$ cat config.mk
export PLATFORM = sky130hd
export DESIGN_NAME = local_eject_buffer
export DESIGN_NICKNAME = d
export VERILOG_FILES = /design/src/rtl/local_eject_buffer.sv
export SDC_FILE = /design/constraint.sdc
export NUM_CORES = 1
export LEC_CHECK = 0
export BUFFER_PORTS_ARGS = -buffer_cell sky130_fd_sc_hd__buf_4
export CORE_UTILIZATION = 56
export CTS_CLUSTER_SIZE = 10
export DETAILED_ROUTE_END_ITERATION = 6
export PLACE_DENSITY_LB_ADDON = 0.1
export SLEW_MARGIN = 10
export SYNTH_ARGS = -nofsm -noshare
export SYNTH_HDL_FRONTEND = slang
export SYNTH_SLANG_ARGS = --single-unit
$ cat constraint.sdc
create_clock -name clk -period 2.3 [get_ports clk]
set_input_delay 0.345 -clock clk [delete_from_list [all_inputs] [get_ports clk]]
set_output_delay 0.345 -clock clk [all_outputs]
set_load 0.02 [all_outputs]
$ cat src/rtl/local_eject_buffer.sv
// Router local-port eject FIFO feeding the PE collector over Req/Gnt, one packet per handshake.
// Write-to-Req 2 cycles on an empty FIFO; Full stalls the crossbar and DnStrFull holds off new requests.
module local_eject_buffer #(
  parameter int dataWidth = 32,
  parameter int DEPTH     = 4,
  parameter int PTR_W     = 2
) (
  input  logic                 clk,
  input  logic                 reset,
  input  logic [dataWidth-1:0] PacketIn,
  input  logic                 WrReq,
  output logic                 Full,
  output logic [dataWidth-1:0] PacketOut,
  output logic                 ReqDnStr,
  input  logic                 GntDnStr,
  input  logic                 DnStrFull,
  output logic [PTR_W:0]       Count,
  output logic                 Overflow
);

  typedef enum logic [1:0] {IDLE, SEND, GAP} state_t;

  localparam logic [PTR_W:0]   CNT_ONE  = (PTR_W+1)'(1);
  localparam logic [PTR_W:0]   CNT_FULL = (PTR_W+1)'(DEPTH);
  localparam logic [PTR_W-1:0] PTR_ONE  = PTR_W'(1);

  state_t               state, nextState;
  logic [dataWidth-1:0] mem [DEPTH];
  logic [PTR_W-1:0]     wrPtr, rdPtr;
  logic                 wrAccept, pop, load;

  // Full comes from the registered count only, so a same-cycle pop never frees room for a write.
  assign Full     = (Count == CNT_FULL);
  assign wrAccept = WrReq & ~Full;
  assign ReqDnStr = (state == SEND);

  always_comb begin
    nextState = state;
    pop       = 1'b0;
    load      = 1'b0;
    case (state)
      IDLE: begin
        if (Count != '0 && !DnStrFull) begin
          load      = 1'b1;
          nextState = SEND;
        end
      end
      SEND: begin
        if (GntDnStr) begin
          pop       = 1'b1;
          nextState = GAP;
        end
      end
      GAP:     nextState = IDLE;
      default: nextState = IDLE;
    endcase
  end

  always_ff @(posedge clk or negedge reset) begin
    if (!reset) state <= IDLE;
    else        state <= nextState;
  end

  always_ff @(posedge clk or negedge reset) begin
    if (!reset) begin
      wrPtr     <= '0;
      rdPtr     <= '0;
      Count     <= '0;
      Overflow  <= 1'b0;
      PacketOut <= '0;
    end else begin
      if (wrAccept) wrPtr <= wrPtr + PTR_ONE;
      if (pop)      rdPtr <= rdPtr + PTR_ONE;
      if (WrReq && Full) Overflow <= 1'b1;
      if (load)     PacketOut <= mem[rdPtr];
      case ({wrAccept, pop})
        2'b10:   Count <= Count + CNT_ONE;
        2'b01:   Count <= Count - CNT_ONE;
        default: Count <= Count;
      endcase
    end
  end

  always_ff @(posedge clk) begin
    if (wrAccept) mem[wrPtr] <= PacketIn;
  end

endmodule

**Yosys cells after proc, flatten, opt, wreduce, memory -nomap -nowiden**

Memory sizes are Yosys's and may differ from the RTL's. A register that Yosys moved wholly into a read port is not among the register bits.
Cells that the tools add are included.

- $add $sub $neg: 4
- Equality and inequality tests: 6
- Muxes and demuxes: 10
- Bitwise operators: 2
- Reductions and logical operators: 8

Operators with widths:

| cell | number |
|---|---|
| two-way mux 1 bit | 6 |
| case mux 3 bit (2 select lines) | 1 |
| adder 2 x 1 -> 2 bit, second input constant | 2 |
| == test 2 x 1 -> 1 bit, second input constant | 2 |
| two-way mux 2 bit | 2 |
| case mux 2 bit (2 select lines) | 1 |
| adder 3 x 1 -> 3 bit, second input constant | 1 |
| == test 3 bit, second input constant | 1 |
| nonzero test 3 bit | 1 |
| subtractor 3 x 1 -> 3 bit, second input constant | 1 |
| == test 2 bit, second input constant | 1 |
| logical AND 1 bit | 2 |
| zero test 1 bit | 2 |
| zero test 2 bit | 1 |
| != test 2 x 1 -> 1 bit, second input constant | 1 |
| != test 2 bit, second input constant | 1 |
| AND reduction 2 bit | 1 |
| nonzero test 2 bit | 1 |
| bitwise AND 1 bit | 1 |
| NOT 1 bit | 1 |

- Register bits after elaboration: 10
- Bits in writable memories: 128
- Input bits: 37
- Output and inout bits: 38
- Memories: 1

Memories:

| name | depth | bits a word | rd ports | clocked after Yosys merged registers in | write ports | RTL line | RTL |
|---|---|---|---|---|---|---|---|
| mem | 4 | 32 | 1 | 1 | 1 | 28 | `logic [dataWidth-1:0] mem [DEPTH];` |

**Depth between registers and ports, before layout**

Gate-level depths: netlist of the first run.

- Word-level depth: 5
- Depth in mapped cells: 9

**Worst setup path before layout of the first run**

No wires, ideal clock.

- Path kind: flip-flop to flip-flop
- Start: register Count[2]
- End: register Count[2]
- Setup time: 80 ps
- Arrival time: 2447 ps
- Data required time: 2220 ps
- Path slack: -227 ps
- Cell stages (with the launch flop): 10
- Buffers on the path: 0
- Clock period less this slack: 2527 ps
- Path through: dfrtp_1 > nor3b_1 > nor2b_1 > inv_1 > ha_1 > inv_1 > fa_1 > xor2_1 > nor2_1 > xor2_1

- Cells in the longest elaborated chain, start to end: 5
- Elaborated cells between the ends (all ways): 9
- Those cells by class: 2 x add/sub; 3 x eq/ne; 1 x mux; 2 x bitwise; 1 x reduce/logical

RTL lines:

| item | RTL line | RTL |
|---|---|---|
| start, declared | 17 | `output logic [PTR_W:0] Count,` |
| start signal, assigned | 77 | `2'b10: Count <= Count + CNT_ONE;` |
| start signal, assigned | 78 | `2'b01: Count <= Count - CNT_ONE;` |
| start signal, assigned | 79 | `default: Count <= Count;` |
| == test 3 bit * | 33 | `assign Full = (Count == CNT_FULL);` |
| net Full | 12 | `output logic Full,` |
| NOT 1 bit * | 34 | `assign wrAccept = WrReq & ~Full;` |
| bitwise AND 1 bit * | 34 |  |
| == test 2 x 1 -> 1 bit / == test 2 bit (equally long branches) | 76 | `case ({wrAccept, pop})` |
| case mux 3 bit (2 select lines) / nonzero test 2 bit (equally long branches) | - |  |

The timed path passes the listed nets; every way through them passes the cells marked *.
A chain may end at the register's enable or synchronous reset.

**Worst setup path after layout of the first run**

- Start: register Count[2]
- End: register Count[2]

- Cells in the longest elaborated chain, start to end: 5
- Elaborated cells between the ends (all ways): 9
- Those cells by class: 2 x add/sub; 3 x eq/ne; 1 x mux; 2 x bitwise; 1 x reduce/logical

RTL lines:

| item | RTL line |
|---|---|
| == test 3 bit | 33 |
| NOT 1 bit | 34 |
| bitwise AND 1 bit | 34 |
| == test 2 x 1 -> 1 bit / == test 2 bit (equally long branches) | 76 |
| case mux 3 bit (2 select lines) / nonzero test 2 bit (equally long branches) | - |

Parallel ways exist; a longest one is shown, timed or not.

==> results.yml, run 1 <==
route:
  drt-vias-per-instance: 5.603
  wl_microns: 10570
  ant_nets: 0
  drc: 0
  firstDrtPassIters: 4
  vias: 2947
  wl_per_cell_microns: 20.09
  drt_iter0_markers: 133
floorplanning:
  start_util_pct: 58.54
  io_pins: 75
  dieArea_sq_um: 11970
  rows: 38
  core_sq_um: 11030
  die_y_microns: 109.4
  fp.dieW_microns: 109.4
cts:
  clockBufferDepth: 2
  clkTransAtPathRegs_ps: 60
  clock-sinks: 170
  numCtsBuffers: 17
  cts.htree.levels: 4
  clk_latency_ps: 420
  cts_tree: "done"
  cts_root_buf: "clkbuf_16"
  postCtsSetupBuffers: 0
power_and_ir_drop:
  p_switching_w: 0.003159
  pwr-share-comb_pct: 31.4
  ir_worst_vdd_uv: 948.6
  swShare_pct: 28.25
  power.internal_w: 0.008024
  p_seq_share_pct: 41.5
  pwr-share-clk_pct: 27.1
  power.leakage_nw: 2.982
  power_density_nw_per_um2: 1414
run:
  max-cap-violations: 0
synth:
  avgSynthCellArea_sq_um: 22.98
  synthesis.nets: 324
  syn_inst: 281
  yosysUniqueCellTypes: 25
  synthesis.area_sq_um: 6457
  ys.warnings.count: 0
  ys_ff_latch: 170
  seq_area_frac_synth_pct: 75.80
layout:
  n_fill_cell: 675
  multi_input_area_sq_um: 1453
  area_growth_pct: 22.44
  antenna_cells: 0
  fin_nets: 416
  final_common_cell: "edfxtp_1"
  drive_above_1_share_pct: 46.63
  most-common-layout-cells: "128 x edfxtp_1, 76 x buf_4, 40 x dfrtp_1"
  final-seq-area_sq_um: 4897
critical_path:
  critical_path_peak_fanout: 7
  crit_chain: "nor3b_2 -> nor2b_1 -> inv_1 -> ha_1 -> inv_1 -> fa_1 -> xor2_1 -> nor2_1 -> xor2_1"
  max_stage_delay_ps: 410
  critical_path_arrival_ps: 2330
  worstSetupStartpointType: "flip-flop"
  worst_ep_required_time_ps: 2600
  end_kind: "flip-flop"
  critPathBufInv: 2
  critPathKind: "flip-flop to flip-flop"
  path_delay_family: "simple AND/OR/NAND/NOR gates"
  cpMaxStageDelayCell: "dfrtp_1"
timing:
  fin_crit_sh_pct: 88.02
  hold_violations: 0
  slew_headroom_pct: 59.72
  setup-tns-final_ps: 0
  timing.hold.ws_ps: 121.1
  slew_violations: 0
  worst_slew_pin_slew_ps: 604.2
  setup_viol: 0
  rsz0062_at_grt: "no"
  final.setup_skew_ps: 6.368
  min_period_ps: 2025
  worst_slack_ps: 275.4
  clock.fmax_mhz: 493.9
global_route:
  grt_usage_pct: 20.07
  grt_max_degree: 43
  grt_pass1_wl_microns: 16550
  grt_overflow_total: 0
  antenna_found_initial: 0
  grt_pass1_vias: 3064
worst_hold_path:
  hp-class: "input pin to flip-flop"
placed_design:
  pre_cts_ws_ps: 275.5
  io_buffers: 74
  place_congestion: 0.6893
  detailed_place_hpwl_microns: 5983
status:
  outcome: "complete, no violations"
==> per-layer routing <==
| metal | vias up | routed length, microns | track usage, % |
|---|---|---|---|
| met1 | 1556 | 4631 | 26.67 |
| met2 | 75 | 5275 | 31.09 |
| met3 | 12 | 500 | 5.750 |
| met5 | - | 0 | 0 |
| met4 | 0 | 159 | 9.238 |
| li1 | 1304 | - | - |
==> area by class of cell <==
| cell class | count | area share [%] |
|---|---|---|
| timing repair buffer | 84 | 9.115 |
| clock inverter | 12 | 2.500 |
| clock buffer | 20 | 5.523 |
| sequential | 170 | 61.94 |
| tap | 140 | 2.216 |
| multi-input combinational | 93 | 18.37 |
| inverter | 7 | 0.3323 |
==> path summary, 6_finish.rpt <==
| check | startpoint | endpoint | slack, ps | cells past startpoint |
|---|---|---|---|---|
| setup / recovery | Count[2] | Count[2] | 280 | 9 |
| hold / removal | PacketIn[15] | mem[3][15] | 120 | 1 |
| setup reg to reg | Count[2] | Count[2] | 280 | 9 |
| hold reg to reg | Overflow | Overflow | 460 | 1 |
| max in group asynchronous | reset | rdPtr[1] | 1380 | 2 |
| min in group asynchronous | reset | PacketOut[1] | 470 | 2 |
==> flip-flops by register name, indices dropped and copies added, names as in the netlist <==
name       count
Count          3
Overflow       1
PacketOut     32
mem          128
rdPtr          2
state          2
wrPtr          2
==> stage by stage <==
| stage | instances | instance area, sq um | util, % | total power (W) |
|---|---|---|---|---|
| global placement | 493 | 7262 | 65.83 | 0.008169 |
| finish | 526 | 7906 | 71.68 | 0.01118 |
| CTS | 526 | 7906 | 71.68 | 0.01131 |
| detailed placement | 493 | 7262 | 65.83 | 0.008259 |
| global route | 526 | 7906 | 71.68 | 0.01170 |
| floorplan | 281 | 6462 | - | 0.007010 |
==> worst reg2reg max path: stages, from the launching register on <==
cell and delay [ps]:
dfrtp_1 410, nor3b_2 190, nor2b_1 390, inv_1 90, ha_1 230, inv_1 70, fa_1 170, xor2_1 150
nor2_1 60, xor2_1 140
==> cells by family (layout without fill, tap and decap cells) <==
kind of cell	after synthesis	in the layout	share of synthesized area (%)
and+or+nand+nor	13	13	1.492
DFF	170	170	75.80
muxes	66	66	18.52
buffers and inverters	18	123	1.860
adders and majority gates	6	6	1.279
xor gates and xnor gates	6	6	0.8139
AOI/OAI and AO/OA	2	2	0.2324
==> power by group through the flow <==
stage | clock, W | sequential, W | combinational, W
finish | 0.00304 | 0.00464 | 0.00351
detailed placement | 0 | 0.00470 | 0.00356
global placement | 0 | 0.00465 | 0.00351
global route | 0.00320 | 0.00473 | 0.00377
CTS | 0.00308 | 0.00465 | 0.00358
floorplan | 0 | 0.00494 | 0.00207
==> cells in the mapped netlist, drive strengths merged <==
master  count  area share, %
a21o        2           0.23
mux2i       1           0.16
clkbuf      1          0.058
edfxtp    128             60
nor3        1          0.077
nor2        1          0.058
mux4       32             11
mux2       33            7.0
fa          1           0.31
buf        10            1.4
nor2b       2           0.19
nor3b       1           0.12
inv         7           0.41
and2        4           0.39
dfrtp      42             16
xnor2       3           0.41
nor4        1           0.33
xor2        3           0.41
ha          5           0.97
and3b       2           0.27
nand2       1          0.058
==> timing repair <==
item,CTS,global route
gates resized for setup,0,0
hold endpoints to repair,42,0
hold buffers,1,0
No activity file was read; power rests on OpenSTA's default activity.
==> run 2, diff against run 1 <==
Clock period 2.3 ns to 2.15 ns, I/O delays scaled along.
==> results.yml, run 2 (same netlist as run 1, synthesis figures left out) <==
layout:
  area_growth_pct: 21.93
  largestRegisters: "mem: 128 flops, PacketOut: 32 flops, Count: 3 flops"
  fin_nets: 423
  antenna_cells: 0
  largest_reg_flops: 128
  regMostFlops: "mem"
  drive_above_1_share_pct: 47.58
  postLayoutCoreUtil_pct: 71.38
  final_common_cell: "edfxtp_1"
  most-common-layout-cells: "128 x edfxtp_1, 85 x buf_4, 40 x dfrtp_1"
global_route:
  grt_pass1_vias: 3102
  grt_pass1_wl_microns: 16310
  grt_max_degree: 43
  antenna_found_initial: 0
  grt_usage_pct: 20.09
  grt_overflow_total: 0
route:
  wl_per_cell_microns: 19.68
  ant_nets: 0
  drt-vias-per-instance: 5.462
  vias: 2911
  wl_microns: 10490
  drc: 0
  drt_iter0_markers: 128
  firstDrtPassIters: 4
cts:
  clockBufferDepth: 2
  postCtsSetupBuffers: 0
  clkTransAtPathRegs_ps: 60
  cts_tree: "done"
  numCtsBuffers: 17
  clock-sinks: 170
  cts_root_buf: "clkbuf_16"
  clk_latency_ps: 420
  cts.htree.levels: 4
timing:
  min_period_ps: 1905
  final.setup_skew_ps: 6.338
  fin_crit_sh_pct: 88.63
  setup-tns-final_ps: 0
  setup_viol: 0
  slew_violations: 0
  hold_violations: 0
  rsz0062_at_grt: "no"
  clock.fmax_mhz: 524.8
  worst_slew_pin_slew_ps: 601.3
  timing.hold.ws_ps: 100.3
  slew_headroom_pct: 59.91
critical_path:
  critPathKind: "flip-flop to flip-flop"
  max_stage_delay_ps: 440
  crit_chain: "nor3b_2 -> nor2b_1 -> inv_1 -> ha_1 -> inv_1 -> fa_1 -> xor2_1 -> nor2_1 -> xor2_1"
  path_delay_family: "adder cells"
  end_kind: "flip-flop"
  cpMaxStageDelayCell: "dfrtp_1"
  worstSetupStartpointType: "flip-flop"
  critical_path_peak_fanout: 5
  r2r_slack_ps: 240
  critPathBufInv: 2
  worst_ep_required_time_ps: 2500
  critical_path_arrival_ps: 2250
power_and_ir_drop:
  power.leakage_nw: 2.988
  power_density_nw_per_um2: 1479
  ir_worst_vdd_uv: 1082
  power.total_w: 0.01164
floorplanning:
  dieArea_sq_um: 11970
  rows: 38
  die_y_microns: 109.4
  start_util_pct: 58.54
  core_sq_um: 11030
  fp.dieW_microns: 109.4
  io_pins: 75
placed_design:
  detailed_place_hpwl_microns: 6399
  place_congestion: 0.7066
  io_buffers: 74
status:
  outcome: "complete, no violations"
run:
  max-cap-violations: 0
worst_hold_path:
  hp-class: "input pin to flip-flop"
[run 2: cell types whose count changed in the layout (fill, tap and decap cells not counted), sizes merged]
cell and delta:
buf +7, clkinv -1, bufinv -3, clkbuf +4
[run 2: worst paths after layout]
path                              start           end  cells past startpoint
max                            Count[0]      Count[2]                      9
min                        PacketIn[26]    mem[1][26]                      1
max reg2reg                    Count[0]      Count[2]                      9
min reg2reg                    Overflow      Overflow                      1
max in group asynchronous         reset      rdPtr[0]                      2
min in group asynchronous         reset  PacketOut[8]                      2
[run 2: per-stage QoR]
step           instance area [sq um]  std cells  setup WS [ps]
6_report                        7874        533          244.5
5_1_grt                         7874        533          53.97
4_1_cts                         7874        533          226.0
3_5_place_dp                    7289        500          242.9
3_3_place_gp                    7289        500          286.6
2_1_floorplan                   6467        281         -78.93
[run 2: worst reg2reg max path, stage by stage (launching register included)]
cell and delay [ps]:
dfrtp_1 440, nor3b_2 230, nor2b_1 100, inv_1 70
ha_1 170, inv_1 60, fa_1 370, xor2_1 150
nor2_1 110, xor2_1 140
[run 2: power by group]
part           leakage [nW]  switching, W  internal (W)  total, W
registers              1.66      0.000398       0.00450   0.00489
logic                  1.04       0.00178       0.00204   0.00381
clock network         0.284       0.00114       0.00179   0.00293
[run 2: repair_timing]
| item | in CTS | in global routing |
|---|---|---|
| hold buffers | 1 | 0 |
| hold endpoints to repair | 42 | 0 |
| gates resized for setup | 0 | 0 |
[run 2: final cells by class]
cell class,instances,area (sq um)
timing repair buffer,91,748.2
inverter,7,26.28
clock buffer,24,481.7
tap,140,175.2
fill,681,3157
clock inverter,8,92.59
multi-input combinational,93,1453
sequential,170,4897
[run 2: routing by layer]
metal	wire length, microns	track usage, %	share of wire (%)
met1	4525	24.72	43
met5	0	0	0
met3	472	6.639	4.5
met2	5332	32.43	51
met4	160	9.429	1.5
